## src/rtl/cache_ctrl.sv

```systemverilog
// Sequencing controller for a 64-entry direct-mapped, one-word-line cache.
// Zero-stall read hits, read-miss fill, write-through with write-allocate, and saturating hit/miss counters.
module cache_ctrl #(
    parameter int TIMEOUT = 64,
    parameter int CNT_W   = 16
) (
    input  logic             clk,
    input  logic             reset,
    input  logic [31:0]      cpu_addr,
    input  logic             cpu_rd,
    input  logic             cpu_wr,
    input  logic [31:0]      cpu_wrdata,
    output logic             cpu_stall,
    output logic [31:0]      cpu_rddata,
    output logic             cpu_err,
    output logic [31:0]      c_addr,
    output logic             c_wren,
    output logic [31:0]      c_wrdata,
    input  logic             c_hit,
    input  logic [31:0]      c_q,
    output logic             mem_req,
    output logic             mem_we,
    output logic [31:0]      mem_addr,
    output logic [31:0]      mem_wdata,
    input  logic             mem_ack,
    input  logic [31:0]      mem_rdata,
    output logic [CNT_W-1:0] hit_cnt,
    output logic [CNT_W-1:0] miss_cnt
);

    localparam int TW = (TIMEOUT > 2) ? $clog2(TIMEOUT) : 1;
    localparam logic [TW-1:0]    T_LAST  = TW'(TIMEOUT - 1);
    localparam logic [CNT_W-1:0] CNT_MAX = {CNT_W{1'b1}};

    typedef enum logic [2:0] {
        IDLE   = 3'd0,
        RD_MEM = 3'd1,
        FILL   = 3'd2,
        WR_MEM = 3'd3,
        WR_UPD = 3'd4
    } state_t;

    state_t          state_r;
    logic [31:0]     addr_r;
    logic [31:0]     data_r;
    logic [TW-1:0]   tcnt_r;
    logic            expire_s;

    // An ack arriving in the last allowed cycle still completes the access.
    assign expire_s = (tcnt_r == T_LAST) && !mem_ack;
    assign c_addr   = cpu_addr;

    // Transaction sequencing, address/data latching, timeout and performance counters.
    always_ff @(posedge clk) begin
        if (reset) begin
            state_r  <= IDLE;
            addr_r   <= 32'h0;
            data_r   <= 32'h0;
            tcnt_r   <= '0;
            hit_cnt  <= '0;
            miss_cnt <= '0;
        end else begin
            case (state_r)
                IDLE: begin
                    if (cpu_wr) begin
                        addr_r  <= cpu_addr;
                        data_r  <= cpu_wrdata;
                        tcnt_r  <= '0;
                        state_r <= WR_MEM;
                    end else if (cpu_rd) begin
                        if (c_hit) begin
                            if (hit_cnt != CNT_MAX) hit_cnt <= hit_cnt + CNT_W'(1);
                        end else begin
                            if (miss_cnt != CNT_MAX) miss_cnt <= miss_cnt + CNT_W'(1);
                            addr_r  <= cpu_addr;
                            tcnt_r  <= '0;
                            state_r <= RD_MEM;
                        end
                    end
                end
                RD_MEM: begin
                    if (mem_ack) begin
                        data_r  <= mem_rdata;
                        state_r <= FILL;
                    end else if (expire_s) begin
                        state_r <= IDLE;
                    end else begin
                        tcnt_r  <= tcnt_r + TW'(1);
                    end
                end
                WR_MEM: begin
                    if (mem_ack) begin
                        state_r <= WR_UPD;
                    end else if (expire_s) begin
                        state_r <= IDLE;
                    end else begin
                        tcnt_r  <= tcnt_r + TW'(1);
                    end
                end
                FILL:    state_r <= IDLE;
                WR_UPD:  state_r <= IDLE;
                default: state_r <= IDLE;
            endcase
        end
    end

    // Output decode; the IDLE read path is combinational so hits complete with no stall.
    always_comb begin
        cpu_stall  = 1'b0;
        cpu_rddata = 32'h0;
        cpu_err    = 1'b0;
        c_wren     = 1'b0;
        c_wrdata   = 32'h0;
        mem_req    = 1'b0;
        mem_we     = 1'b0;
        mem_addr   = 32'h0;
        mem_wdata  = 32'h0;
        if (reset) begin
            cpu_stall = 1'b0;
        end else begin
            case (state_r)
                IDLE: begin
                    if (cpu_wr) begin
                        cpu_stall = 1'b1;
                    end else if (cpu_rd) begin
                        cpu_stall  = !c_hit;
                        cpu_rddata = c_hit ? c_q : 32'h0;
                    end else begin
                        cpu_stall = 1'b0;
                    end
                end
                RD_MEM, WR_MEM: begin
                    mem_req   = 1'b1;
                    mem_we    = (state_r == WR_MEM);
                    mem_addr  = addr_r;
                    mem_wdata = (state_r == WR_MEM) ? data_r : 32'h0;
                    if (expire_s) begin
                        cpu_err   = 1'b1;
                        cpu_stall = 1'b0;
                    end else begin
                        cpu_stall = 1'b1;
                    end
                end
                FILL: begin
                    c_wren     = 1'b1;
                    c_wrdata   = data_r;
                    cpu_rddata = data_r;
                end
                WR_UPD: begin
                    c_wren   = 1'b1;
                    c_wrdata = data_r;
                end
                default: cpu_stall = 1'b0;
            endcase
        end
    end

endmodule

```

## config.mk

```make
export PLATFORM = sky130hd
export DESIGN_NAME = cache_ctrl
export DESIGN_NICKNAME = d
export VERILOG_FILES = /design/src/rtl/cache_ctrl.sv
export SDC_FILE = /design/constraint.sdc
export NUM_CORES = 1
export LEC_CHECK = 0
export ABC_AREA = 1
export ABC_CLOCK_PERIOD_IN_PS = 1800
export CAP_MARGIN = 15
export CORE_ASPECT_RATIO = 1.1
export CORE_MARGIN = 2
export CORE_UTILIZATION = 29
export DETAILED_ROUTE_END_ITERATION = 7
export SYNTH_ARGS = -nofsm -noshare
export SYNTH_HDL_FRONTEND = slang
export SYNTH_SLANG_ARGS = --single-unit
```

## constraint.sdc

```tcl
create_clock -name clk -period 1.8 [get_ports clk]
set_input_delay 0.36 -clock clk [delete_from_list [all_inputs] [get_ports clk]]
set_output_delay 0.36 -clock clk [all_outputs]
set_load 0.005 [all_outputs]
```

Word level (Yosys, flattened, before mapping)

Cells that the tools add are included.

Bits in registers: 105
Bits in latches: 0
Memory bits (writable): 0
ROM bits: 0
Input bits: 134
Memories: 0

$add $sub $neg: 3
$mul: 0
Divide/modulo/power cells: 0
Order comparisons: 0
Equality and inequality tests: 14
Shift operators: 0
Mux-type cells: 45
Bitwise operators: 2
Reductions and logical operators: 15

Operators by type and width:

| cell                    | count |
|---|---|
| $mux W32                | 16 |
| $pmux W32 S2            | 2 |
| $add A16 B1 Y16 const B | 2 |
| $ne A16 B16 Y1 const B  | 2 |
| $mux W6                 | 5 |
| $mux W3                 | 6 |
| $reduce_and A5 Y1       | 3 |
| $mux W1                 | 13 |
| $pmux W6 S2             | 1 |
| $ne A2 B2 Y1 const B    | 5 |
| $pmux W3 S3             | 1 |
| $add A6 B1 Y6 const B   | 1 |
| $eq A3 B2 Y1 const B    | 2 |
| $eq A6 B6 Y1 const B    | 1 |
| $ne A3 B3 Y1 const B    | 2 |
| $reduce_and A3 Y1       | 2 |
| $reduce_bool A2 Y1      | 3 |
| $reduce_or A2 Y1        | 2 |
| $eq A3 B1 Y1 const B    | 1 |
| $eq A3 B3 Y1 const B    | 1 |
| $logic_not A3 Y1        | 1 |
| $logic_not A1 Y1        | 2 |
| $not A1 Y1              | 2 |
| $pmux W1 S2             | 1 |
| 2 further kinds         | 2 |

Longest topological paths before layout

Gate-level depths: netlist (run 1).

Depth after elaboration: 5
Gate-level depth with buffers: 10
Mapped depth without buffers: 10

Least setup slack after synthesis (run 1)

OpenSTA, ideal clock, no wires.

Path type: flip-flop to output port
Start: register state_r[2]
End: output mem_wdata[10]
Arrival time: 1.244 ns
Setup slack: 0.196 ns
Stages on the path, launching flop included: 9
Buffers on the path: 1
Path through: dfxtp_1 inv_2 nand2_1 nor2_2 inv_2 nor2_1 inv_2 buf_2 nor2_1

Word-level cells in the longest chain between the ends: 4
Elaborated cells on any way between the ends: 6
Those cells by class: 2 x eq/ne; 3 x mux; 1 x reduce/logical

Ends and longest elaborated chain:

| element                                             | line     | text |
|---|---|---|
| from (decl)                                         | 43       | `state_t state_r;` |
| from (signal assigned)                              | 56       | `state_r <= IDLE;` |
| from (signal assigned)                              | 69       | `state_r <= WR_MEM;` |
| from (signal assigned)                              | 77       | `state_r <= RD_MEM;` |
| $eq A3 B2 Y1 / $eq A3 B1 Y1 (equally long branches) | 121, 136 |  |
| $mux W32 / $reduce_or A2 Y1 (equally long branches) | n/a      |  |
| $mux W32 (*)                                        | 121      | `case (state_r)` |
| $mux W32 (*)                                        | 118      | `if (reset) begin` |
| to (decl)                                           | 24       | `output logic [31:0] mem_wdata,` |

Mark *: on every way between the ends. The rest lies on a longest branch, timed or not.

Worst setup path in the final report (run 1)

Start: register state_r[2]
End: output cpu_stall

Word-level cells in the longest chain between the ends: 4
Elaborated cells on any way between the ends: 6
Those cells by class: 2 x eq/ne; 2 x mux; 2 x reduce/logical

Ends and longest elaborated chain:

| element                                             | line | text |
|---|---|---|
| $eq A3 B2 Y1 / $eq A3 B1 Y1 (equally long branches) | 121  |  |
| $reduce_or A2 Y1 (no source line)                   | n/a  |  |
| $pmux W1 S2 (*)                                     | 121  |  |
| $mux W1 (*)                                         | 118  |  |
| to (decl)                                           | 13   | `output logic cpu_stall,` |

Marks and branches as above.

==> results of run 1 <==
[per-stage QoR]
step / utilization [%] / setup TNS (ps) / total power [uW] / instances / cell area, um2
final: 57.57 / -25650 / 7193 / 1667 / 11920
after global routing: 57.57 / -41660 / 7502 / 1667 / 11920
after CTS: 52.36 / -27380 / 6886 / 1655 / 10850
after detailed placement: 48.38 / -69080 / 4334 / 1585 / 10020
after global placement: 48.38 / -67470 / 4325 / 1585 / 10020
after floorplan: - / 0 / 3419 / 981 / 6150
[layout by cell type, fill, tap and decap left out, types with 29 or more instances in the layout]
cell	Yosys	routed
clkdlybuf4s50_1	0	193
nand2_1	192	187
dfxtp_1	105	102
nor2_1	194	101
inv_1	98	95
buf_2	12	95
nor2_4	6	88
nand3_1	81	79
buf_4	35	77
a21oi_1	62	56
buf_6	2	55
o21ai_0	56	51
a22oi_2	0	29
[power breakdown]
group | total, uW | internal, uW | switching (uW)
Sequential | 2610 | 2500 | 111
Combinational | 2420 | 1180 | 1240
Clock | 2160 | 1120 | 1040
Total | 7190 | 4810 | 2390
[registers in the layout, summed over array words and instances (netlist names)]
| register | cells |
|---|---|
| tcnt_r | 6 |
| miss_cnt | 16 |
| hit_cnt | 16 |
| addr_r | 32 |
| data_r | 32 |
| state_r | 3 |
[worst reg2reg max path: stages, from the launching register on]
cell and delay [ps]:
dfxtp_2 330, inv_2 80, buf_6 120, nand3_4 90, nor2_4 110, buf_12 130, buf_8 110, clkbuf_16 140
buf_6 120, inv_4 30, nor2_4 90, buf_12 140, clkbuf_16 140, nand2_1 50, nand2_1 60, a21oi_1 50
[worst min path at each step]
stage | endpoint | start | cells after the start
after floorplan | addr_r[0] | addr_r[0] | 2
after global placement | addr_r[10] | addr_r[10] | 2
after detailed placement | addr_r[23] | addr_r[23] | 2
after CTS | state_r[0] | reset | 3
after global routing | state_r[0] | reset | 3
final | state_r[0] | reset | 3
[what timing repair did]
item,4_1_cts,5_1_grt
endpoints found under the hold margin,0,0
setup endpoints to repair,170,198
resized for setup,636,246
pin swaps,8,34
setup buffers,39,19
cloned,15,12
[cell type report]
cell class / instances / area [um2]
well taps: 285 / 356.6
clock buffers: 9 / 225.2
inverters: 108 / 425.4
multi-input cells: 681 / 4035
flip-flops and latches: 105 / 2106
repair buffers: 471 / 4679
fillers: 1957 / 8790
clock inverters: 7 / 90.09
repair inverters: 1 / 6.256
[logic make-up (layout without fill, tap and decap cells)]
| kind of cell | Yosys count | after routing | synth area share [%] |
|---|---|---|---|
| DFF | 105 | 105 | 34.18 |
| xor gates and xnor gates | 12 | 12 | 1.709 |
| adders and majority gates | 3 | 3 | 0.6104 |
| buffers and inverters | 195 | 596 | 14.53 |
| and+or+nand+nor | 493 | 493 | 33.49 |
| AOI/OAI and AO/OA | 173 | 173 | 15.48 |
[per-layer routing]
metal  wire length [um]  vias to the layer above  global-route usage (%)
met1              11110                     3692                   26.88
met5                  0                        -                       0
met4                813                        0                   7.591
met3               1406                       40                   4.162
li1                   -                     3898                       -
met2              14930                      246                   42.47
==> qor.yml, run 1 <==
setup_path:
  cp_top_family: "buffers and inverters"
  endpoint_kind: "primary output"
  reg2reg_slack_ps: -80
  reg2reg_depth: 15
  cp_data_arrival_time_ps: 1770
  cpMaxStageDelayCell: "dfxtp_2"
  endpoint: "cpu_stall"
  critPathLaunch: "state_r[2]"
  worstPathRequired_ps: 1440
  crit_fanout: 3
  crit_path_start_kind: "flip-flop"
  cp_cell_sequence: "inv_2, buf_6, nand3_4, buf_4, buf_4, nor2_4, inv_2, o21ai_0, buf_2"
  crit_type: "reg -> out"
  timing.rr.start: "state_r[2]"
  max_stage_delay_ps: 330
  worst-path-buf-inv: 6
  rr_endpoint: "hit_cnt[3]"
  crit_cells: 9
global_route:
  track_usage_pct: 23.10
  gr-total-overflow: 0
  grt_pass1_vias: 7461
  grt_max_degree: 73
  grt_first_pass_wirelength_um: 40290
  antenna_found_initial: 0
placement:
  dp_hpwl_um: 18080
  dpl_worst_slack_ps: -699.6
  port_buffers: 330
  routabilityCongestion: 0.8307
clocking:
  cts_tree: "done"
  cts.clk_slew.worst_paths_ps: 80
  clockBufferDepth: 2
  cts_buffers: 9
  cts.sinks: 105
  htree_num_levels: 3
  clk_latency_ps: 350
  hold_buffers: 0
  clockRootBuffer: "clkbuf_16"
floorplan:
  coreArea_um2: 20710
  dieHeight_um: 156.7
  chipWidth_um: 142.8
  start_util_pct: 29.69
  dieArea_um2: 22390
  top_level_ports: 331
  rows: 55
status:
  violations: "setup timing"
  status: "complete, but fails checks"
synthesis:
  synth_seq_cells: 105
  synth_ff_type: "dfxtp_1"
  yosys_warnings: 0
  netlist_instances: 981
  synth_top_cell_by_area: "dfxtp_1"
  yosysMostFrequentCell: "nor2_1"
  synth_edf_count: 0
  yosys-top-cells-count: "nor2_1 (194), nand2_1 (192), dfxtp_1 (105), inv_1 (98), nand3_1 (81)"
  ys_seq_area_share_pct: 34.18
  yosysUniqueCellTypes: 28
  synth_nets: 1118
  syn_avg_cell_area_um2: 6.269
  yosysTopAreaCellShare_pct: 34.18
  synthArstFlopShare_pct: 0
  synth.cell_area_um2: 6150
  synthTopCellsByArea: "dfxtp_1 (34%), nor2_1 (12%), nand2_1 (12%), nand3_1 (6.6%), inv_1 (6.0%)"
route:
  routedWlPerCell_um: 16.95
  routed_wirelength_um: 28260
  vias_per_cell: 4.725
  vias: 7876
  drc: 0
  ant_nets: 0
  first_pass_iters: 4
  drt_iter0_drc: 329
timing:
  maxSlewViolCount: 0
  finalCritPeriodShare_pct: 118.3
  hold_viol_final: 0
  rsz0062_at_grt: "true"
  worst_slack_ps: -330.1
  max_freq_mhz: 469.5
  timing.slew.headroom_pct: 45.12
  tightest_slew_ps: 823.2
  fin_crit_ps: 2130
  setup_violations: 176
  fin_hold_ws_ps: 353.4
  clock_skew_ps: 10.70
hold_path:
  hp-class: "in -> reg"
layout:
  layout-drive-gt1-share_pct: 33.29
  antenna_cells: 0
  syn_to_final_growth_pct: 93.90
  fin_nets: 1514
job:
  maxCapViolCount: 0
power_and_ir_drop:
  leakage_uw: 0.004838
  power-per-cell-area_nw_per_um2: 603.2
  ir_worst_vdd_mv: 0.4921
No activity file was read; power rests on OpenSTA's default activity.
==> inputs of run 2 (changes only) <==
CTS_CLUSTER_SIZE = 40   (was unset)
==> results of run 2 <==
The final DEF is identical to that of run 1; final timing and power are the same.
==> inputs of run 3 (changes only) <==
ABC_AREA = unset   (was 1)
SLEW_MARGIN = 20   (was unset)
==> qor.yml, run 3 <==
setup_path:
  endpoint: "c_wrdata[13]"  # was cpu_stall
  crit_fanout: 6  # was 3
  critPathLaunch: "state_r[2]"  # unchanged
  reg2reg_depth: 8  # was 15
  cp_data_arrival_time_ps: 1880  # was 1770 ps
  worstPathRequired_ps: 1440  # about the same
  crit_type: "reg -> out"  # unchanged
  reg2reg_slack_ps: -90  # was -80 ps
  crit_path_start_kind: "flip-flop"  # unchanged
  timing.rr.start: "state_r[0]"  # was state_r[2]
  rr_endpoint: "hit_cnt[15]"  # was hit_cnt[3]
  endpoint_kind: "primary output"  # unchanged
power_and_ir_drop:
  combPwrFrac_pct: 31.6  # was 33.6%
  leakage_uw: 0.004954  # was 0.004838 uW
  p_seq_share_pct: 37.6  # was 36.3%
  ir_worst_vdd_mv: 0.5153  # was 0.4921 mV
  switching_share_pct: 30.30  # was 33.17%
  p_total_uw: 7224  # was 7193 uW
  switchingPower_uw: 2189  # was 2386 uW
  p_int_uw: 5035  # was 4807 uW
  pwr-share-clk_pct: 30.8  # was 30.1%
  power-per-cell-area_nw_per_um2: 594.4  # was 603.2 nW/um2
placement:
  placed_cells: 1372  # was 1585
  dp_hpwl_um: 17140  # was 18080 um
  routabilityCongestion: 0.7856  # was 0.8307
  port_buffers: 330  # unchanged
  placed_area_um2: 10050  # was 10020 um2
  dpl_worst_slack_ps: -762.5  # was -699.6 ps
hold_path:
  hp-class: "in -> reg"  # unchanged
floorplan:
  top_level_ports: 331  # unchanged
  dieArea_um2: 22190  # was 22390 um2
  rows: 55  # unchanged
  dieHeight_um: 156.0  # was 156.7 um
  chipWidth_um: 142.2  # was 142.8 um
  coreArea_um2: 20580  # was 20710 um2
  start_util_pct: 29.61  # was 29.69%
global_route:
  gr-total-overflow: 0  # unchanged
  grt_first_pass_wirelength_um: 39520  # was 40290 um
  track_usage_pct: 22.78  # was 23.10%
  antenna_found_initial: 1  # was 0
  grt_max_degree: 66  # was 73
  grt_pass1_vias: 7000  # was 7461
layout:
  multi_input_area_um2: 4219  # was 4035 um2
  syn_to_final_growth_pct: 99.45  # was 93.90%
  reg.largest.list: "addr_r x32, data_r x32"  # unchanged
  fin_cells: 1479  # was 1667
  layout_commonest_cell: "clkdlybuf4s50_1"  # unchanged
  final_cell_area_um2: 12150  # was 11920 um2
  fin_nets: 1355  # was 1514
  seqCellArea_um2: 2117  # was 2106 um2
  final_cell_mix: "clkdlybuf4s50_1 (188), buf_6 (135), nand2_1 (111)"  # was clkdlybuf4s50_1 (193), nand2_1 (187), dfxtp_1 (102)
  layout-drive-gt1-share_pct: 42.64  # was 33.29%
  fillerInstances: 1852  # was 1957
clocking:
  cts_buffers: 9  # unchanged
  clockBufferDepth: 2  # unchanged
  htree_num_levels: 3  # unchanged
  clk_latency_ps: 350  # about the same
  clockRootBuffer: "clkbuf_16"  # unchanged
  cts.clk_slew.worst_paths_ps: 70  # was 80 ps
  cts.sinks: 105  # unchanged
  cts_tree: "done"  # unchanged
status:
  violations: "setup timing"  # unchanged
  status: "complete, but fails checks"  # unchanged
timing:
  rsz0062_at_grt: "true"  # unchanged
  hold_viol_final: 0  # unchanged
  clock_skew_ps: 10.79  # was 10.70 ps
  tightest_slew_ps: 834.4  # was 823.2 ps
  finalCritPeriodShare_pct: 124.2  # was 118.3%
  worst_slack_ps: -435.5  # was -330.1 ps
  maxSlewViolCount: 0  # unchanged
  fin_crit_ps: 2236  # was 2130 ps
  fin_hold_ws_ps: 348.6  # was 353.4 ps
  max_freq_mhz: 447.3  # was 469.5 MHz
  setup_violations: 143  # was 176
  timing.slew.headroom_pct: 44.38  # was 45.12%
synthesis:
  synth_top_cell_by_area: "dfxtp_1"  # unchanged
  synth_ff_type: "dfxtp_1"  # unchanged
  synth_nets: 928  # was 1118
  yosysUniqueCellTypes: 56  # was 28
  syn_avg_cell_area_um2: 7.703  # was 6.269 um2
  yosysMostFrequentCell: "nand2_1"  # was nor2_1
  synthArstFlopShare_pct: 0  # unchanged
  yosys_warnings: 0  # unchanged
  netlist_instances: 791  # was 981
  synth.cell_area_um2: 6093  # was 6150 um2
  synthTopCellsByArea: "dfxtp_1 (34%), and2_1 (7.0%), nand2_1 (7.0%), nor2_1 (5.1%), a311oi_1 (4.9%)"  # was dfxtp_1 (34%), nor2_1 (12%), nand2_1 (12%), nand3_1 (6.6%), inv_1 (6.0%)
  yosys-top-cells-count: "nand2_1 (113), dfxtp_1 (105), nor2_1 (83), and2_1 (68), a21oi_1 (55)"  # was nor2_1 (194), nand2_1 (192), dfxtp_1 (105), inv_1 (98), nand3_1 (81)
  synth_seq_cells: 105  # unchanged
  ys_seq_area_share_pct: 34.50  # was 34.18%
  synth_edf_count: 0  # unchanged
  yosysTopAreaCellShare_pct: 34.50  # was 34.18%
route:
  routed_wirelength_um: 27200  # was 28260 um
  routedWlPerCell_um: 18.39  # was 16.95 um
  drt_iter0_drc: 266  # was 329
  ant_nets: 0  # unchanged
  drc: 0  # unchanged
  first_pass_iters: 4  # unchanged
  vias_per_cell: 5.007  # was 4.725
  vias: 7405  # was 7876
job:
  maxCapViolCount: 0  # unchanged
run 3: cell count changes after synthesis, moves of 11 or more:
cell / delta
nor2_1: -111
inv_1: -90
nand2_1: -79
nand3_1: -72
and2_1: +67
and3_1: +35
a311oi_1: +34
o21ai_1: -20
o21ai_0: -19
o31ai_1: +13
or4_1: +11
run 3: cell type report:
class | count | share of cell area (%)
clock buffer | 10 | 1.966
clock inverter | 5 | 0.7001
tap | 256 | 2.636
inverter | 8 | 0.2471
multi-input combinational | 581 | 34.72
sequential | 105 | 17.42
antenna | 1 | 0.02059
timing repair buffer | 513 | 42.29
run 3: kinds of logic after synthesis:
| family | after synthesis | synth area share, % |
|---|---|---|
| AO/OA/AOI/OAI | 191 | 20.99 |
| XOR/XNOR | 6 | 0.8624 |
| adder cells (fa/ha/maj) | 3 | 0.6161 |
| buffers and inverters | 105 | 9.076 |
| flip-flops | 105 | 34.50 |
| multiplexers | 12 | 2.115 |
| AND/OR/NAND/NOR | 369 | 31.85 |
run 3: layer usage:
layer	vias up	global-route usage (%)	share of wire, %
li1	3635	-	-
met1	3465	26.63	40
met2	271	40.49	50
met3	34	5.494	7.6
met4	0	7.905	2.4
met5	-	0	0
run 3: metrics by stage:
stage / setup TNS (ps) / utilization, %
3_3_place_gp: -70120 / 48.84
4_1_cts: -47360 / 54.36
2_1_floorplan: -298.5 / -
5_1_grt: -52810 / 59.06
3_5_place_dp: -72550 / 48.84
6_report: -42250 / 59.06
run 3: worst min-delay path by stage:
stage | startpoint | endpoint | slack (ps) | cells past startpoint
3_3_place_gp | addr_r[30] | addr_r[30] | 440 | 2
5_1_grt | cpu_addr[1] | addr_r[1] | 350 | 3
3_5_place_dp | addr_r[8] | addr_r[8] | 440 | 2
6_report | cpu_addr[1] | addr_r[1] | 350 | 3
4_1_cts | cpu_addr[16] | addr_r[16] | 440 | 3
2_1_floorplan | addr_r[0] | addr_r[0] | 430 | 2
run 3: repair_timing:
item	CTS	global route
endpoints found under the setup margin	180	162
endpoints found under the hold margin	0	0
gates cloned	10	2
setup buffers	56	40
resized for setup	546	339
pin swaps	52	69
hold buffers	0	0
run 3: worst max-delay path: stages (launching register included):
cell	delay, ps
dfxtp_4	370
buf_6	130
xnor2_4	120
nor3_4	270
buf_6	140
buf_6	100
buf_6	90
buf_6	90
and2_4	130
buf_6	80
run 3: power groups by stage:
stage                     combinational [uW]  sequential, uW  clock, uW
after floorplan                          833            2660          0
after global placement                  1660            2740          0
after detailed placement                1680            2730          0
after CTS                               2040            2690       2290
after global routing                    2460            2750       2370
final                                   2280            2720       2220
